--- config.mk ---
export PLATFORM = sky130hd
export DESIGN_NAME = linear_1d_hs_tx
export DESIGN_NICKNAME = d
export VERILOG_FILES = /design/src/rtl/linear_1d_hs_tx.sv
export SDC_FILE = /design/constraint.sdc
export NUM_CORES = 1
export LEC_CHECK = 0
export CELL_PAD_IN_SITES_DETAIL_PLACEMENT = 1
export CELL_PAD_IN_SITES_GLOBAL_PLACEMENT = 1
export CORE_MARGIN = 3
export CORE_UTILIZATION = 32
export DETAILED_ROUTE_END_ITERATION = 6
export PLACE_DENSITY = 0.89
export SKIP_CTS_REPAIR_TIMING = 1
export SYNTH_ARGS = -nofsm -noshare
export SYNTH_HDL_FRONTEND = slang
export SYNTH_SLANG_ARGS = --single-unit
--- constraint.sdc ---
create_clock -name clk -period 1.65 [get_ports clk]
set_input_delay 0.4125 -clock clk [delete_from_list [all_inputs] [get_ports clk]]
set_output_delay 0.4125 -clock clk [all_outputs]
set_load 0.03 [all_outputs]
--- src/rtl/linear_1d_hs_tx.sv ---
// linear_1d_hs_tx: source side of a four-phase req/ack handshake that carries one data word
// into another clock domain. The returning tx_ack is brought in through a CYCLES-deep
// synchronizer. Optional timeout/abort logic is built when LINEAR_1D_HS_TX_TIMEOUT_EN is defined.
module linear_1d_hs_tx #(
   parameter int unsigned DATA_WIDTH = 32,
   parameter int unsigned CYCLES     = 2,
   parameter int unsigned TIMEOUT    = 1024
) (
   input  logic                  clk,
   input  logic                  reset_n,
   input  logic                  in_valid,
   output logic                  in_ready,
   input  logic [DATA_WIDTH-1:0] in_data,
   output logic                  tx_req,
   output logic [DATA_WIDTH-1:0] tx_data,
   input  logic                  tx_ack,
   output logic                  busy,
   output logic                  done,
   output logic                  err,
   input  logic                  err_clr
);

   localparam logic [1:0] ST_IDLE    = 2'd0;
   localparam logic [1:0] ST_REQ     = 2'd1;
   localparam logic [1:0] ST_RELEASE = 2'd2;

   logic [CYCLES-1:0]     r_ack_sync;
   logic                  w_ack_s;
   logic [1:0]            r_state;
   logic [1:0]            w_state_d;
   logic                  r_tx_req;
   logic                  w_tx_req_d;
   logic [DATA_WIDTH-1:0] r_tx_data;
   logic [DATA_WIDTH-1:0] w_tx_data_d;
   logic                  r_done;
   logic                  w_done_d;
   logic                  w_timeout;
   logic                  w_abort;
   logic                  w_accept;

   // Shift the asynchronous ack through the synchronizer chain
   always_ff @(posedge clk or negedge reset_n) begin
      if (!reset_n) begin
         r_ack_sync <= '0;
      end else begin
         r_ack_sync <= {r_ack_sync[CYCLES-2:0], tx_ack};
      end
   end

   assign w_ack_s  = r_ack_sync[CYCLES-1];
   assign w_accept = (r_state == ST_IDLE) && in_valid;

`ifdef LINEAR_1D_HS_TX_TIMEOUT_EN
   localparam int unsigned CNT_W = $clog2(TIMEOUT + 1);

   logic [CNT_W-1:0] r_cnt;
   logic             r_err;
   logic             r_abort;

   // The last cycle allowed in a handshake state is the one where the count reads TIMEOUT-1
   assign w_timeout = (r_state != ST_IDLE) && (r_cnt == CNT_W'(TIMEOUT - 1));
   assign w_abort   = r_abort;
   assign err       = r_err;

   // Dwell counter: clears on every state change, counts while in REQ or RELEASE
   always_ff @(posedge clk or negedge reset_n) begin
      if (!reset_n) begin
         r_cnt <= '0;
      end else if (w_state_d != r_state) begin
         r_cnt <= '0;
      end else if (r_state != ST_IDLE) begin
         r_cnt <= r_cnt + 1'b1;
      end
   end

   // Sticky error flag (a new timeout beats a simultaneous clear) and abort marker
   always_ff @(posedge clk or negedge reset_n) begin
      if (!reset_n) begin
         r_err   <= 1'b0;
         r_abort <= 1'b0;
      end else begin
         if (w_timeout) begin
            r_err <= 1'b1;
         end else if (err_clr) begin
            r_err <= 1'b0;
         end
         if (w_accept) begin
            r_abort <= 1'b0;
         end else if (w_timeout && (r_state == ST_REQ)) begin
            r_abort <= 1'b1;
         end
      end
   end
`else
   logic w_unused_cfg;

   assign w_timeout    = 1'b0;
   assign w_abort      = 1'b0;
   assign err          = 1'b0;
   assign w_unused_cfg = ^{err_clr, TIMEOUT[0]};
`endif

   // Handshake sequencing: IDLE -> REQ (req high) -> RELEASE (req low) -> IDLE
   always_comb begin
      w_state_d   = r_state;
      w_tx_req_d  = r_tx_req;
      w_tx_data_d = r_tx_data;
      w_done_d    = 1'b0;
      case (r_state)
         ST_IDLE: begin
            // A stale high ack_s here is deliberately ignored
            if (in_valid) begin
               w_tx_data_d = in_data;
               w_tx_req_d  = 1'b1;
               w_state_d   = ST_REQ;
            end
         end
         ST_REQ: begin
            if (w_ack_s || w_timeout) begin
               w_tx_req_d = 1'b0;
               w_state_d  = ST_RELEASE;
            end
         end
         ST_RELEASE: begin
            if (!w_ack_s) begin
               w_state_d = ST_IDLE;
               w_done_d  = !w_abort;
            end else if (w_timeout) begin
               w_state_d = ST_IDLE;
            end
         end
         default: begin
            w_tx_req_d = 1'b0;
            w_state_d  = ST_IDLE;
         end
      endcase
   end

   // State and registered outputs
   always_ff @(posedge clk or negedge reset_n) begin
      if (!reset_n) begin
         r_state   <= ST_IDLE;
         r_tx_req  <= 1'b0;
         r_tx_data <= '0;
         r_done    <= 1'b0;
      end else begin
         r_state   <= w_state_d;
         r_tx_req  <= w_tx_req_d;
         r_tx_data <= w_tx_data_d;
         r_done    <= w_done_d;
      end
   end

   assign in_ready = (r_state == ST_IDLE);
   assign busy     = (r_state != ST_IDLE);
   assign tx_req   = r_tx_req;
   assign tx_data  = r_tx_data;
   assign done     = r_done;

endmodule

==> results by stage, run 1 <==
Outcome:
- The flow ran to the end, and the final reports show no timing, DRC or antenna violations.

Detailed routing:
- The remaining antenna violation count after routing is 0.
- The total vias in the final route is slightly above 1000.
- After detailed routing, the average wire length per cell comes to 16.6 um.
- In the routed layout, each cell is associated on average with a via count of roughly 4.4.
- The total iterations of the first detailed-routing run is 4.
- The aggregate routed wire length is around 4 mm.
- In the routed design, unresolved DRC markers number 0.
- The initial DRC count is 18.

Synthesis:
- The synthesized netlist cell count is 89.
- The average cell area after synthesis is approximately 18 sq um.
- The count of yosys warnings during synthesis is 0.
- Of the total synthesized cell area, the portion taken by XOR and XNOR cells is 0.00555.
- Of the total synthesized cell area, the portion taken by full adders, half adders and majority gates is 0.
- The area fraction in compound gates after synthesis came to 0.00634.
- The mapped netlist covers 1580 sq um.
- The net count of the mapped netlist is between 100 and 150.
- The count of state elements after synthesis is 38.
- The simple-gate share of the synthesized area is 0.0206.
- The share of the Yosys chip area taken by registers is 0.602.
- The main combinational cell family by area after synthesis is multiplexers.
- Of the post-synthesis cell area, the part taken by muxes is 0.306.
- The number of distinct standard cells referenced by the synthesized netlist is 17.

Clocking:
- The CTS root buffer is sky130_fd_sc_hd__clkbuf_8.
- Clock-pin slew was measured on the worst setup and hold paths at ~0.070 ns.
- The number of sinks on the clock net is 38.
- The clock passes through at most 2 buffers.
- The clock network latency to the later pin of the worst-skew pair is approximately 0.29 ns.
- TritonCTS created 5 clock buffers.
- TritonCTS built the clock tree.
- The H-tree depth reported by CTS is 2.

Global route:
- The first-pass GRT wire length is roughly 6.4 mm.
- The number of antenna violations at the first check in global routing is 0.
- After global routing the overflow that remains totals 0.
- The number of global-route vias before repair is approximately 1200.
- For met2 alone, demand over resource in global routing was 0.255.
- For this run, global-route usage on met1 was measured as 0.147.
- In the global route stage, overall resource usage came out at 0.140.
- The pin count of the biggest net entering global routing is 29.
- The global routing usage on met3 is 0.0544.
- The layer with the highest usage is met2.

Worst setup path:
- The slowest stage of the critical path belongs to the cell sky130_fd_sc_hd__dfrtp_1.
- The start-to-end type of the worst setup path is reg -> reg.
- The critical path goes through nor2_2 > buf_4 > and2_4 > buf_12 > mux2_2.
- At the worst endpoint, the required time is approximately 1.8 ns.
- Counting both buffers and inverters, the worst setup path holds a total of 2.
- The cell class contributing the biggest share of worst-path delay is flip-flops.
- The largest single stage delay on the critical path is between 0.4 and 0.5 ns.
- The endpoint type of the worst setup path is a register.
- The data arrival time at the worst-slack endpoint is roughly 1.7 ns.
- The worst setup path is launched from a register.
- The largest fanout on the critical path is 28.

STA:
- Setup repair after global routing left no endpoint under its margin.
- Across the routed clock network, the largest skew measured is about 0.0045 ns.
- The minimum clock period is approximately 1.6 ns.
- The count of endpoints failing setup in the final report is 0.
- The final-report hold violation count was 0.
- The final count of pins violating max slew is 0.
- Headroom to the max-slew limit came out at 0.659.
- The slew at the pin closest to its max-slew limit is around 0.51 ns.
- In the finished design, the share of the clock period the worst path needs comes to 0.950.
- The highest clock rate is between 0.6 and 0.7 GHz.
- The worst hold slack is 0.0866 ns.
- The slack of the critical path is between 0.08 and 0.09 ns.

Finish:
- The final core utilization is 0.554.
- The synthesis-to-layout area growth is 60.1%.
- The ratio of cells with drive above 1 in the final layout is 0.294.
- The antenna cell count is 0.
- The net total in the final layout is between 200 and 250.
- Summing all non-filler instances in the final layout gives an area of 2530 sq um.

Die:
- The number of cell rows is 24.
- The initial core utilization is 0.346.
- The die is roughly 76 um tall.
- The region available for standard cell placement spans approximately 4600 sq um.
- The floorplan step set the die width to 76.2 um.
- The number of ports placed on the die boundary is between 70 and 80.
- The die covers 5810 sq um.

Place:
- In this run the cell area measured after placement is about 2300 sq um.
- The number of I/O port buffers is between 70 and 80.
- The congestion estimate from routability-driven global placement came to 0.687.
- The placed wire-length estimate is around 3 mm.
- Timing analysis after detailed placement gives a worst setup slack of -0.160 ns.

Flow run:
- The number of max-cap violations is 0.

Power and ir drop:
- In this run the static leakage power is 1.41 nW.
- The share of total power dissipated in sequential elements is 0.305.
- The total power divided by cell area is ~2100 nW/um^2.
- Across the VDD grid, the largest voltage drop is roughly 1.1 mV.
- The total net switching power is between 2 and 2.5 mW.
- The share of total power dissipated in combinational logic is 0.573.
- The net switching share of the total power is 0.395.
- The power consumption is roughly 5.4 mW.
- The clock share of power is 0.122.
- Cell internal power was estimated by the tool at 3.25 mW.

Worst hold path:
- The worst min-delay path category is in -> async.
## cell type report
class                   count  area [sq um]
clock buffers               7          86.3
clock inverters             1          5.00
fillers                   456          2040
inverters                   3          11.3
multi-input cells          43           538
flip-flops and latches     38           951
well taps                  65          81.3
repair buffers             78           856
## power groups by stage
stage | logic (mW) | clock network (mW) | registers (mW)
floorplan | 1.15 | 0 | 2.49
global placement | 3.09 | 0 | 1.63
detailed placement | 3.16 | 0 | 1.68
CTS | 3.18 | 0.680 | 1.67
global route | 3.22 | 0.730 | 1.69
finish | 3.08 | 0.655 | 1.64
## metal layers
| layer | vias up | wire length (um) |
|---|---|---|
| li1 | 459 | - |
| met1 | 517 | 1490 |
| met2 | 54 | 2060 |
| met3 | 7 | 283 |
| met4 | 0 | 61 |
| met5 | - | 0 |
## cell families after synthesis
| family | Yosys count |
|---|---|
| AND/OR/NAND/NOR | 6 |
| XOR/XNOR | 1 |
| multiplexers | 33 |
| buffers and inverters | 8 |
| flip-flops | 38 |
| AO/OA/AOI/OAI | 2 |
| other | 1 |
## cell usage in the layout, fill, tap and decap left out, types with 2 or more instances in the layout
master,instances
sky130_fd_sc_hd__dfrtp_1,38
sky130_fd_sc_hd__dlymetal6s2s_1,35
sky130_fd_sc_hd__clkdlybuf4s50_1,34
sky130_fd_sc_hd__mux2_4,30
sky130_fd_sc_hd__buf_4,7
sky130_fd_sc_hd__clkbuf_8,6
sky130_fd_sc_hd__inv_1,3
sky130_fd_sc_hd__nor2_1,2
sky130_fd_sc_hd__mux2_2,2
## registers in the layout, summed over array words and instances, names as in the netlist
name,cells
r_state,2
tx_req,1
r_ack_sync,2
done,1
tx_data,32
## synth_stat cells, drive strengths merged
master / instances / area (sq um)
a21oi: 1 / 5.00
and2: 1 / 8.76
buf: 5 / 78.8
conb: 1 / 3.75
dfrtp: 38 / 951
inv: 3 / 11.3
mux2: 32 / 473
mux2i: 1 / 10.0
nand3: 1 / 5.00
nor2: 3 / 13.8
nor3: 1 / 5.00
o21ai: 1 / 5.00
xnor2: 1 / 8.76
## final timing paths
path / start / endpoint / slack, ns / depth (start not counted)
worst max-delay path: r_state[1] / tx_data[20] / 0.08 / 5
worst min-delay path: reset_n / tx_data[17] / 0.09 / 1
worst max register to register: r_state[1] / tx_data[20] / 0.08 / 5
worst min register to register: r_ack_sync[0] / r_ack_sync[1] / 0.36 / 0
max in group asynchronous: reset_n / r_ack_sync[1] / 1.04 / 2
min in group clk: r_ack_sync[0] / r_ack_sync[1] / 0.36 / 0
## through the flow
stage | setup TNS (ns) | std cells
detailed placement | -3.17 | 227
floorplan | 0 | 89
global route | 0 | 235
CTS | -3.89 | 235
global placement | -2.18 | 227
finish | 0 | 235
No activity file was read; power rests on OpenSTA's default activity.
==> run 2: changes to the inputs <==
- ABC_CLOCK_PERIOD_IN_PS: unset -> 1650
==> results of run 2 <==
Final layout, timing and power as in run 1 (identical DEF).
